## config.mk

```make
export PLATFORM = sky130hd
export DESIGN_NAME = tt_um_islam_ihfaz_serial_adder
export DESIGN_NICKNAME = d
export VERILOG_FILES = /design/src/rtl/tt_um_islam_ihfaz_serial_adder.sv
export SDC_FILE = /design/constraint.sdc
export NUM_CORES = 1
export LEC_CHECK = 0
export BUFFER_PORTS_ARGS = -buffer_cell sky130_fd_sc_hd__buf_2
export CORE_ASPECT_RATIO = 1.1
export CORE_MARGIN = 2
export CORE_UTILIZATION = 35
export CTS_CLUSTER_DIAMETER = 50
export DETAILED_ROUTE_END_ITERATION = 7
export SYNTH_ARGS = -nofsm -noshare
export SYNTH_HDL_FRONTEND = slang
export SYNTH_SLANG_ARGS = --single-unit
```

## constraint.sdc

```tcl
create_clock -name clk -period 2.4 [get_ports clk]
set_clock_uncertainty 0.2 [all_clocks]
set_input_delay 0.48 -clock clk [delete_from_list [all_inputs] [get_ports clk]]
set_output_delay 0.48 -clock clk [all_outputs]
set_load 0.005 [all_outputs]
```

## src/rtl/tt_um_islam_ihfaz_serial_adder.sv

```systemverilog
// Bit-serial 8-bit adder: operands arrive LSB first, one bit pair per valid cycle;
// the completed sum word and final carry are published when the eighth bit is consumed.
module tt_um_islam_ihfaz_serial_adder (
    input  logic       clk,
    input  logic       rst_n,
    input  logic       ena,
    input  logic [7:0] ui_in,
    input  logic [7:0] uio_in,
    output logic [7:0] uo_out,
    output logic [7:0] uio_out,
    output logic [7:0] uio_oe
);

    typedef enum logic [1:0] {
        IDLE  = 2'd0,
        ACCUM = 2'd1,
        DONE  = 2'd2
    } state_t;

    function automatic logic fa_sum(input logic a, input logic b, input logic c);
        return a ^ b ^ c;
    endfunction

    function automatic logic fa_carry(input logic a, input logic b, input logic c);
        return (a & b) | (a & c) | (b & c);
    endfunction

    state_t     state_q, state_d;
    logic [2:0] bit_cnt_q, bit_cnt_d;
    logic       carry_q, carry_d;
    logic [7:0] sr_q, sr_d;
    logic       sum_bit_q, sum_bit_d;
    logic       carry_out_q, carry_out_d;
    logic       word_done_q, word_done_d;
    logic [7:0] word_q, word_d;

    logic       a_bit_s, b_bit_s, bit_valid_s, clear_s;
    logic       carry_in_s, sum_s, maj_s;
    logic       unused_s;

    assign a_bit_s     = ui_in[0];
    assign b_bit_s     = ui_in[1];
    assign bit_valid_s = ui_in[2];
    assign clear_s     = ui_in[3];
    assign unused_s    = ^{ui_in[7:4], uio_in};

    // Only a word already in progress contributes its stored carry.
    assign carry_in_s = (state_q == ACCUM) ? carry_q : 1'b0;
    assign sum_s      = fa_sum(a_bit_s, b_bit_s, carry_in_s);
    assign maj_s      = fa_carry(a_bit_s, b_bit_s, carry_in_s);

    // Next-state and datapath update for one consumed bit, clear, or hold.
    always_comb begin
        state_d     = state_q;
        bit_cnt_d   = bit_cnt_q;
        carry_d     = carry_q;
        sr_d        = sr_q;
        sum_bit_d   = sum_bit_q;
        carry_out_d = carry_out_q;
        word_done_d = word_done_q;
        word_d      = word_q;
        if (ena) begin
            if (clear_s) begin
                state_d     = IDLE;
                bit_cnt_d   = 3'd0;
                carry_d     = 1'b0;
                sr_d        = 8'h00;
                word_done_d = 1'b0;
            end else if (bit_valid_s) begin
                sum_bit_d = sum_s;
                if (bit_cnt_q == 3'd7) begin
                    word_d      = {sum_s, sr_q[7:1]};
                    carry_out_d = maj_s;
                    word_done_d = 1'b1;
                    bit_cnt_d   = 3'd0;
                    carry_d     = 1'b0;
                    sr_d        = 8'h00;
                    state_d     = DONE;
                end else begin
                    sr_d        = {sum_s, sr_q[7:1]};
                    carry_d     = maj_s;
                    bit_cnt_d   = bit_cnt_q + 3'd1;
                    word_done_d = 1'b0;
                    state_d     = ACCUM;
                end
            end else begin
                word_done_d = 1'b0;
                case (state_q)
                    DONE:    state_d = IDLE;
                    ACCUM:   state_d = ACCUM;
                    IDLE:    state_d = IDLE;
                    default: state_d = IDLE;
                endcase
            end
        end else begin
            state_d = state_q;
        end
    end

    // State and output registers; reset clears everything including the published word.
    always_ff @(posedge clk or negedge rst_n) begin
        if (!rst_n) begin
            state_q     <= IDLE;
            bit_cnt_q   <= 3'd0;
            carry_q     <= 1'b0;
            sr_q        <= 8'h00;
            sum_bit_q   <= 1'b0;
            carry_out_q <= 1'b0;
            word_done_q <= 1'b0;
            word_q      <= 8'h00;
        end else begin
            state_q     <= state_d;
            bit_cnt_q   <= bit_cnt_d;
            carry_q     <= carry_d;
            sr_q        <= sr_d;
            sum_bit_q   <= sum_bit_d;
            carry_out_q <= carry_out_d;
            word_done_q <= word_done_d;
            word_q      <= word_d;
        end
    end

    assign uo_out  = {carry_q, bit_cnt_q, (state_q == ACCUM), word_done_q, carry_out_q, sum_bit_q};
    assign uio_out = word_q;
    assign uio_oe  = 8'hFF;

endmodule

```

---- Word-level counts from Yosys, hierarchy flattened ----
Index checks and enable logic that the tools add are counted.
storage, ports and cells
  flip-flop bits (word level) ............. 25
  input bits .............................. 19
  output and inout bits ................... 24
  logic and storage cells ................. 40
cells by class
  add/sub/neg operators ................... 1
  equal/unequal tests ..................... 2
  mux-type cells .......................... 17
  bitwise gates (word level) .............. 8
  reduce and logical (&&, ||, !) cells .... 4
operators by type and width
  operator                                       number
  2-to-1 mux 8 bit                               3
  2-to-1 mux 3 bit                               3
  2-to-1 mux 1 bit                               8
  2-to-1 mux 2 bit                               3
  AND reduction 4 bit                            1
  adder 3 x 1 -> 3 bit, second input constant    1
  AND 1 bit                                      3
  == test 3 bit, second input constant           1
  AND reduction 3 bit                            1
  == test 2 x 1 -> 1 bit, second input constant  1
  bitwise OR 1 bit                               2
  AND reduction 2 bit                            1
  nonzero test 2 bit                             1
  XOR 1 bit                                      2
  inverter 1 bit                                 1

---- Depth between registers and ports, before layout ----
Gate-level depths: netlist of run 1.
  word-level depth ........................ 8
  gate-level depth with buffers ........... 5
  depth with buffers taken out ............ 5

---- Least setup slack after synthesis of run 1 ----
OpenSTA, ideal clock, no wires.
  path kind ............................... reg-to-reg
  from .................................... reg, netlist name word_done_q
  to ...................................... reg sum_bit_q
  library setup time ...................... 0.127 ns
  arrival time ............................ 1.441 ns
  required time ........................... 2.073 ns
  slack ................................... 0.632 ns
  stages on the path, launching flop included .. 6
  path buffers ............................ 0
  clock period less this slack ............ 1.768 ns
  path through ............................ dfrtp_1 > nor2b_1 > nand2_1 > fa_1 > inv_1 > mux2_1
RTL lines
  item                  RTL line  RTL
  end signal, assigned  116       sum_bit_q <= sum_bit_d;
  end, declared         32        logic sum_bit_q, sum_bit_d;

==> out/metrics.cfg, run 1 <==
[critical_path]
critical_path_peak_fanout=3
max_stage_delay_ns=0.49
worst-path-buf-inv=1
timing.critical_path.cells=nor2b_1, nand2_1, fa_1, inv_1, mux2_1
setup.worst_path.start_class=flip-flop
worstSetupPathType=reg -> reg
crit_required_ns=2.39
critPathLaunch=word_done_q
worst_path_dominant_cell_family=adder cells
cpMaxStageDelayCell=sky130_fd_sc_hd__fa_1
worst_r2r_startpoint=word_done_q
end_kind=flip-flop
critical_path_arrival_ns=1.86

[pwr]
switching_share_pct=25.2
report.power.total_mw=0.679
ir_drop_uv=269
p_leak_nw=0.719
power.net_switching_mw=0.171
comb_power_share_pct=12.4
sequentialPowerShare_pct=61.7
clock_power_share_pct=25.9
pwrdens_nw_per_um2=543
cell_internal_pwr_mw=0.508

[detailed_routing]
routed-via-count=681
wire_per_inst_um=12.8
ant_nets=0
drt-total-wl_um=1810
routed_via_count_divided_by_cell_count=4.80
drcViolationCount=0
drtPass1Iterations=4
dr.first_iter.drc_count=17

[cts]
tritoncts_num_sinks=23
post-cts-setup-buffers=0
clock-root-buffer=sky130_fd_sc_hd__clkbuf_4
tritoncts=yes
cts_buffer_depth=2
cts.htree.levels=1
clk_pin_slew_worst_paths_ns=0.12
clock_insertion_delay_worst_skew_ns=0.31
cts-buffers-inserted=3

[outcome]
run_status=complete, no violations

[global_route]
first_global_vias=692
grt_start_max_net_pins=24
grt_antenna_before_repair=0
gr-total-overflow=0
aggregate_global_route_resource_usage_pct=11.0
grt_first_pass_wirelength_um=3200

[placed_design]
placed_cell_area_um2=1210
final_replace_weighted_congestion=0.684
place_hpwl_um=1340
port-buffer-count=22

[final_layout]
fillerInstances=313
final_net_count=131
postLayoutCellArea_um2=1250
postLayoutCoreUtil_pct=40.7
flow.area_growth_from_synthesis_pct=10.4
multi_input_comb_area_um2=444
area.sequential_um2=576
insertedDiodeCount=0
layout-drive-gt1-share_pct=34.3

[synthesis]
syn_inst=87
synthTopCellsByArea=sky130_fd_sc_hd__dfrtp_1 (51%), sky130_fd_sc_hd__mux2_4 (11%), sky130_fd_sc_hd__buf_4 (8.6%)
synth.ff_latch_count=23
synth-seq-area-share_pct=50.8
synth_ff_type=sky130_fd_sc_hd__dfrtp_1
synth_top_area_share_pct=50.8
synth_edf_count=0
synth.cells.most_frequent=sky130_fd_sc_hd__dfrtp_1 (23), sky130_fd_sc_hd__buf_4 (13), sky130_fd_sc_hd__mux2_4 (8)
synthDistinctLibCells=24
avgSynthCellArea_um2=13.0
synthArstFlopShare_pct=100
synthesis.area_um2=1130
yosys.area.top_type=sky130_fd_sc_hd__dfrtp_1
synth.yosys.warnings=0
synth_most_common_cell=sky130_fd_sc_hd__dfrtp_1

[floorplan]
placement_rows=21
die-height_um=63.7
die_w_um=58.3
floorplan.die_area_um2=3710
fp.coreArea_um2=3070
floorplan.initialDensity_pct=36.9
io_pins=43

[min_path]
hold_path_startpoint=sum_bit_q
hold_path_class=reg -> reg

[run]
max_cap_violations=0

[timing]
final-hold-violation-count=0
worst_pin_slew_ns=0.492
fin_setup_tns_ns=0
rsz0062_at_grt=false
worst_slew_margin_rel_pct=67.0
final-max-slew-violation-count=0
timing.final.crit_share_pct=77.7
fin_crit_ns=1.87
max_freq_mhz=536
setup_viol_count_final=0

## area by class of cell
cell class                      instances  area share (%)
Clock buffer                            3            1.80
Clock inverter                          1           0.400
Inverter                                7            2.10
Multi-Input combinational cell         49            35.5
Sequential cell                        23            46.0
Tap cell                               34            3.40
Timing Repair Buffer                   25            10.8
## stage by stage
stage	hold slack [ns]	setup WS [ns]	cells
after CTS	0.311	0.517	142
after global routing	0.327	0.412	142
after global placement	0.275	0.576	137
final	0.307	0.535	142
after floorplan	-0.0156	0.632	94
after detailed placement	0.279	0.537	137
## per-layer routing
metal	wire length [um]	up-vias	global-route usage [%]	share of wire, %
li1	-	336	-	-
met1	859	330	15.7	47
met2	897	15	16.4	50
met3	54	0	1.23	3.0
met4	0	0	5.23	0
met5	0	-	0	0
## state kept, by name, indices dropped and copies added, names as in the netlist
register,cells
bit_cnt_q,3
carry_out_q,1
carry_q,1
sr_q,7
state_q,1
sum_bit_q,1
uio_out,8
word_done_q,1
## power by group through the flow
stage / registers [mW] / logic (mW) / clock network (mW)
after floorplan: 0.425 / 0.0638 / 0
after global placement: 0.427 / 0.0822 / 0
after detailed placement: 0.427 / 0.0847 / 0
after CTS: 0.419 / 0.0863 / 0.183
after global routing: 0.422 / 0.0961 / 0.196
final: 0.419 / 0.0839 / 0.176
## cells in the final DEF (no fill, tap or decap)
cell and n:
sky130_fd_sc_hd__nand4b_1 1, sky130_fd_sc_hd__and4b_1 3, sky130_fd_sc_hd__a211o_1 1, sky130_fd_sc_hd__mux2_1 1, sky130_fd_sc_hd__clkinv_2 1, sky130_fd_sc_hd__buf_4 2, sky130_fd_sc_hd__nand3b_1 1, sky130_fd_sc_hd__a22o_1 6
sky130_fd_sc_hd__dlygate4sd3_1 1, sky130_fd_sc_hd__nor2_1 1, sky130_fd_sc_hd__o21ai_0 1, sky130_fd_sc_hd__mux2i_1 1, sky130_fd_sc_hd__nor2b_1 5, sky130_fd_sc_hd__mux2_2 1, sky130_fd_sc_hd__fa_1 1, sky130_fd_sc_hd__ha_1 2
sky130_fd_sc_hd__nor4bb_1 2, sky130_fd_sc_hd__buf_2 22, sky130_fd_sc_hd__o21ai_1 1, sky130_fd_sc_hd__inv_1 7, sky130_fd_sc_hd__mux2_4 8, sky130_fd_sc_hd__clkbuf_4 3, sky130_fd_sc_hd__nand2_1 1, sky130_fd_sc_hd__conb_1 8
sky130_fd_sc_hd__a221o_1 4, sky130_fd_sc_hd__dfrtp_1 23
## cells by family after synthesis
group	synth area share, %
AOI/OAI and AO/OA	9.82
adders and majority gates	3.97
buffers and inverters	12.4
DFF	50.8
muxes	13.5
other	0.331
and+or+nand+nor	9.27
## final timing paths
kind	cells past startpoint	slack (ns)	to
hold reg to reg	1	0.31	sum_bit_q
setup / recovery	5	0.53	sum_bit_q
min in group asynchronous	2	0.46	uio_out[4]
max in group asynchronous	2	1.20	sr_q[4]
hold / removal	1	0.31	sum_bit_q
setup reg to reg	5	0.53	sum_bit_q
## what timing repair did
item / in CTS / in global routing
hold endpoints to repair: 23 / 0
hold buffers: 1 / 0
resized for setup: 0 / 0
Note: power is estimated with default switching activity, not from simulation.
==> inputs of run 2 (changes only) <==
clock period = 1.94 ns   (was 2.4 ns; I/O delays follow)
==> out/metrics.cfg, run 2 (synthesized netlist as in run 1, its figures left out) <==
[outcome]
run_status=complete, no violations

[detailed_routing]
dr.first_iter.drc_count=9
wire_per_inst_um=13.3
drcViolationCount=0
routed_via_count_divided_by_cell_count=4.89
drt-total-wl_um=1890
ant_nets=0
drtPass1Iterations=4
routed-via-count=694

[placed_design]
cells_after_dpl=137
final_replace_weighted_congestion=0.685
port-buffer-count=22
place_hpwl_um=1370
pre_cts_ws_ns=0.0944

[timing]
final-hold-violation-count=0
fin_setup_tns_ns=0
fin_crit_ns=1.83
worst_slew_margin_rel_pct=65.2
worst_pin_slew_ns=0.518
timing.final.crit_share_pct=94.4
max_freq_mhz=546
fin_ws_ns=0.109
setup_viol_count_final=0
rsz0062_at_grt=false
final-max-slew-violation-count=0

[final_layout]
largest_register_ffs=8
finalNonFillerCells=142
flow.area_growth_from_synthesis_pct=12.3
multi_input_comb_area_um2=453
layout_commonest_cell=sky130_fd_sc_hd__dfrtp_1
layout_common_cells=sky130_fd_sc_hd__dfrtp_1 (23), sky130_fd_sc_hd__buf_2 (22), sky130_fd_sc_hd__mux2_4 (8), sky130_fd_sc_hd__conb_1 (8), sky130_fd_sc_hd__inv_1 (7)
final_net_count=131
fillerInstances=308
area.sequential_um2=576
insertedDiodeCount=0
layout-drive-gt1-share_pct=36.1
postLayoutCoreUtil_pct=41.4

[cts]
post-cts-setup-buffers=0
tritoncts_num_sinks=23
clk_pin_slew_worst_paths_ns=0.12
clock_insertion_delay_worst_skew_ns=0.30
cts-buffers-inserted=3
clock-root-buffer=sky130_fd_sc_hd__clkbuf_4
tritoncts=yes
cts_buffer_depth=2
cts.htree.levels=1

[critical_path]
critical_path_arrival_ns=1.83
critical_path.most_common_cell=sky130_fd_sc_hd__ha_1
max_stage_delay_ns=0.43
worst_path_dominant_cell_family=adder cells
setup.worst_path.start_class=flip-flop
worst-path-buf-inv=1
end_kind=flip-flop
worstSetupPathType=reg -> reg
cpMaxStageDelayCell=sky130_fd_sc_hd__dfrtp_1
timing.critical_path.cells=ha_1, ha_1, nand4b_1, buf_12, mux2_4
crit_required_ns=1.94
critical_path_peak_fanout=10

[pwr]
sequentialPowerShare_pct=62.0
p_leak_nw=0.727
comb_power_share_pct=12.6
power.net_switching_mw=0.208
clock_power_share_pct=25.4
pwrdens_nw_per_um2=658
ir_drop_uv=434
cell_internal_pwr_mw=0.629
switching_share_pct=24.9

[floorplan]
placement_rows=21
die_w_um=58.3
die-height_um=63.7
floorplan.initialDensity_pct=36.9
io_pins=43
fp.coreArea_um2=3070
floorplan.die_area_um2=3710

[min_path]
hold_path_class=in -> reg

[global_route]
first_global_vias=717
grt_start_max_net_pins=24
gr-total-overflow=0
aggregate_global_route_resource_usage_pct=11.4
grt_antenna_before_repair=0
grt_first_pass_wirelength_um=3200

[run]
max_cap_violations=0

-- run 2: cell counts in the layout (fill, tap and decap cells not counted) --
No cell type changed its count.
-- run 2: path summary, 6_finish.rpt --
kind / startpoint / to / slack [ns] / cells past startpoint
worst max-delay path: bit_cnt_q[0] / uio_out[5] / 0.11 / 5
worst min-delay path: ena / word_done_q / 0.24 / 2
worst max register to register: bit_cnt_q[0] / uio_out[5] / 0.11 / 5
worst min register to register: sum_bit_q / sum_bit_q / 0.31 / 1
max in group asynchronous: rst_n / sr_q[6] / 0.82 / 2
min in group asynchronous: rst_n / uio_out[0] / 0.38 / 2
-- run 2: through the flow --
stage | cell area [um2] | power, mW | hold WS [ns]
floorplan | 1160 | 0.604 | -0.108
global placement | 1230 | 0.630 | 0.183
detailed placement | 1230 | 0.633 | 0.190
global route | 1270 | 0.890 | 0.245
finish | 1270 | 0.838 | 0.241
CTS | 1260 | 0.854 | 0.226
-- run 2: power groups by stage --
stage	registers (mW)	clock network [mW]	logic, mW
2_1_floorplan	0.525	0	0.0789
3_3_place_gp	0.528	0	0.102
3_5_place_dp	0.529	0	0.104
4_1_cts	0.520	0.227	0.106
5_1_grt	0.523	0.249	0.118
6_report	0.519	0.213	0.105
-- run 2: layout make-up --
| type | instances | area share (%) |
|---|---|---|
| clock buffer | 3 | 1.77 |
| clock inverter | 1 | 0.393 |
| inverter | 7 | 2.06 |
| multi-input combinational | 49 | 35.6 |
| sequential | 23 | 45.2 |
| tap | 34 | 3.34 |
| timing repair buffer | 25 | 11.6 |
-- run 2: timing repair --
action                                  in CTS  in global routing
endpoints found under the setup margin       0                  1
hold endpoints to repair                    23                  0
hold buffers                                 1                  0
resized for setup                            0                  2
-- run 2: routing by layer --
layer | track usage [%] | routed length, um
met1 | 14.8 | 833
met5 | 0 | 0
met3 | 1.85 | 53
met2 | 16.9 | 976
met4 | 7.85 | 28
==> inputs of run 3 (changes only) <==
CORE_MARGIN = unset   (was 2)
==> out/metrics.cfg, run 3 (synthesized netlist as in run 1, its figures left out) <==
[outcome]
run_status=complete, no violations

[critical_path]
worstSetupPathType=reg -> reg
crit_required_ns=1.94
setup.worst_path.start_class=flip-flop
reg2reg_depth=5
critical_path_peak_fanout=10
critical_path_arrival_ns=1.81
end_kind=flip-flop

[floorplan]
die_w_um=56.3
floorplan.die_area_um2=3470
fp.coreArea_um2=3070
placement_rows=21
floorplan.initialDensity_pct=36.9
die-height_um=61.7
io_pins=43

[final_layout]
final_net_count=131
largest_register_ffs=8
flow.area_growth_from_synthesis_pct=12.3
layout_commonest_cell=sky130_fd_sc_hd__dfrtp_1
layout-drive-gt1-share_pct=36.1
insertedDiodeCount=0
layout_common_cells=sky130_fd_sc_hd__dfrtp_1 (23), sky130_fd_sc_hd__buf_2 (22), sky130_fd_sc_hd__mux2_4 (8), sky130_fd_sc_hd__conb_1 (8), sky130_fd_sc_hd__inv_1 (7)

[run]
max_cap_violations=0

[pwr]
switching_share_pct=24.6
cell_internal_pwr_mw=0.629
report.power.total_mw=0.833
ir_drop_uv=404
comb_power_share_pct=12.4
pwrdens_nw_per_um2=655
clock_power_share_pct=25.1
p_leak_nw=0.727
power.net_switching_mw=0.205
sequentialPowerShare_pct=62.4

[detailed_routing]
drtPass1Iterations=4
wire_per_inst_um=13.1
drt-total-wl_um=1860
routed-via-count=705
dr.first_iter.drc_count=9
ant_nets=0
routed_via_count_divided_by_cell_count=4.96
drcViolationCount=0

[placed_design]
port-buffer-count=22
pre_cts_ws_ns=0.117
place_hpwl_um=1400
final_replace_weighted_congestion=0.695

[min_path]
hold_path_class=in -> reg
timing.hold.worst_path_depth=2

[cts]
clock_insertion_delay_worst_skew_ns=0.30
clk_pin_slew_worst_paths_ns=0.12
clock-root-buffer=sky130_fd_sc_hd__clkbuf_4
cts.htree.levels=1
cts_buffer_depth=2
tritoncts=yes
cts-buffers-inserted=3
post-cts-setup-buffers=0
tritoncts_num_sinks=23

[global_route]
grt_antenna_before_repair=0
grt_start_max_net_pins=24
grt_first_pass_wirelength_um=3120
aggregate_global_route_resource_usage_pct=11.7
first_global_vias=674
gr-total-overflow=0

[timing]
final-max-slew-violation-count=0
setup_viol_count_final=0
final-hold-violation-count=0
fin_setup_tns_ns=0
fin_ws_ns=0.124
max_freq_mhz=551
rsz0062_at_grt=false
timing.final.crit_share_pct=93.6
worst_pin_slew_ns=0.555
fin_crit_ns=1.82
worst_slew_margin_rel_pct=62.7

run 3: critical path: stages, from the launching register on:
cell	delay [ns]
sky130_fd_sc_hd__dfrtp_1	0.42
sky130_fd_sc_hd__ha_1	0.21
sky130_fd_sc_hd__ha_1	0.24
sky130_fd_sc_hd__nand4b_1	0.17
sky130_fd_sc_hd__buf_12	0.16
sky130_fd_sc_hd__mux2_4	0.30
run 3: final timing paths:
path                       slack [ns]         start          end
setup / recovery                 0.12  bit_cnt_q[0]   uio_out[3]
hold / removal                   0.24           ena  word_done_q
setup reg to reg                 0.12  bit_cnt_q[0]   uio_out[3]
hold reg to reg                  0.31       sr_q[1]      sr_q[1]
max in group asynchronous        0.84         rst_n   uio_out[3]
min in group asynchronous        0.37         rst_n   uio_out[7]
run 3: timing repair:
action                                 CTS  global route
resized for setup                        0             2
setup endpoints to repair                0             1
hold buffers                             1             0
endpoints found under the hold margin   23             0
run 3: power by group through the flow:
stage / registers, mW / clock network [mW] / logic [mW]
global route: 0.525 / 0.233 / 0.120
global placement: 0.528 / 0 / 0.101
finish: 0.520 / 0.209 / 0.104
detailed placement: 0.530 / 0 / 0.103
CTS: 0.521 / 0.222 / 0.105
floorplan: 0.525 / 0 / 0.0789
run 3: final cells by class:
type                    instances  area, um2
clock buffers                   3       22.5
clock inverters                 1       5.00
fillers                       312       1800
inverters                       7       26.3
multi-input cells              49        453
flip-flops and latches         23        576
well taps                      34       42.5
repair buffers                 25        148
run 3: per-stage QoR:
stage,hold WS [ns],area [um2],util (%),std cells
after floorplan,-0.108,1160,-,94
after global placement,0.186,1230,39.9,137
after detailed placement,0.183,1230,39.9,137
after CTS,0.246,1260,41.1,142
after global routing,0.303,1270,41.4,142
final,0.242,1270,41.4,142
run 3: per-layer routing:
metal / vias up / track usage (%) / wire length (um)
li1: 331 / - / -
met1: 353 / 15.6 / 877
met2: 19 / 19.9 / 895
met3: 2 / 1.86 / 61
met4: 0 / 4.18 / 21
met5: - / 0 / 0
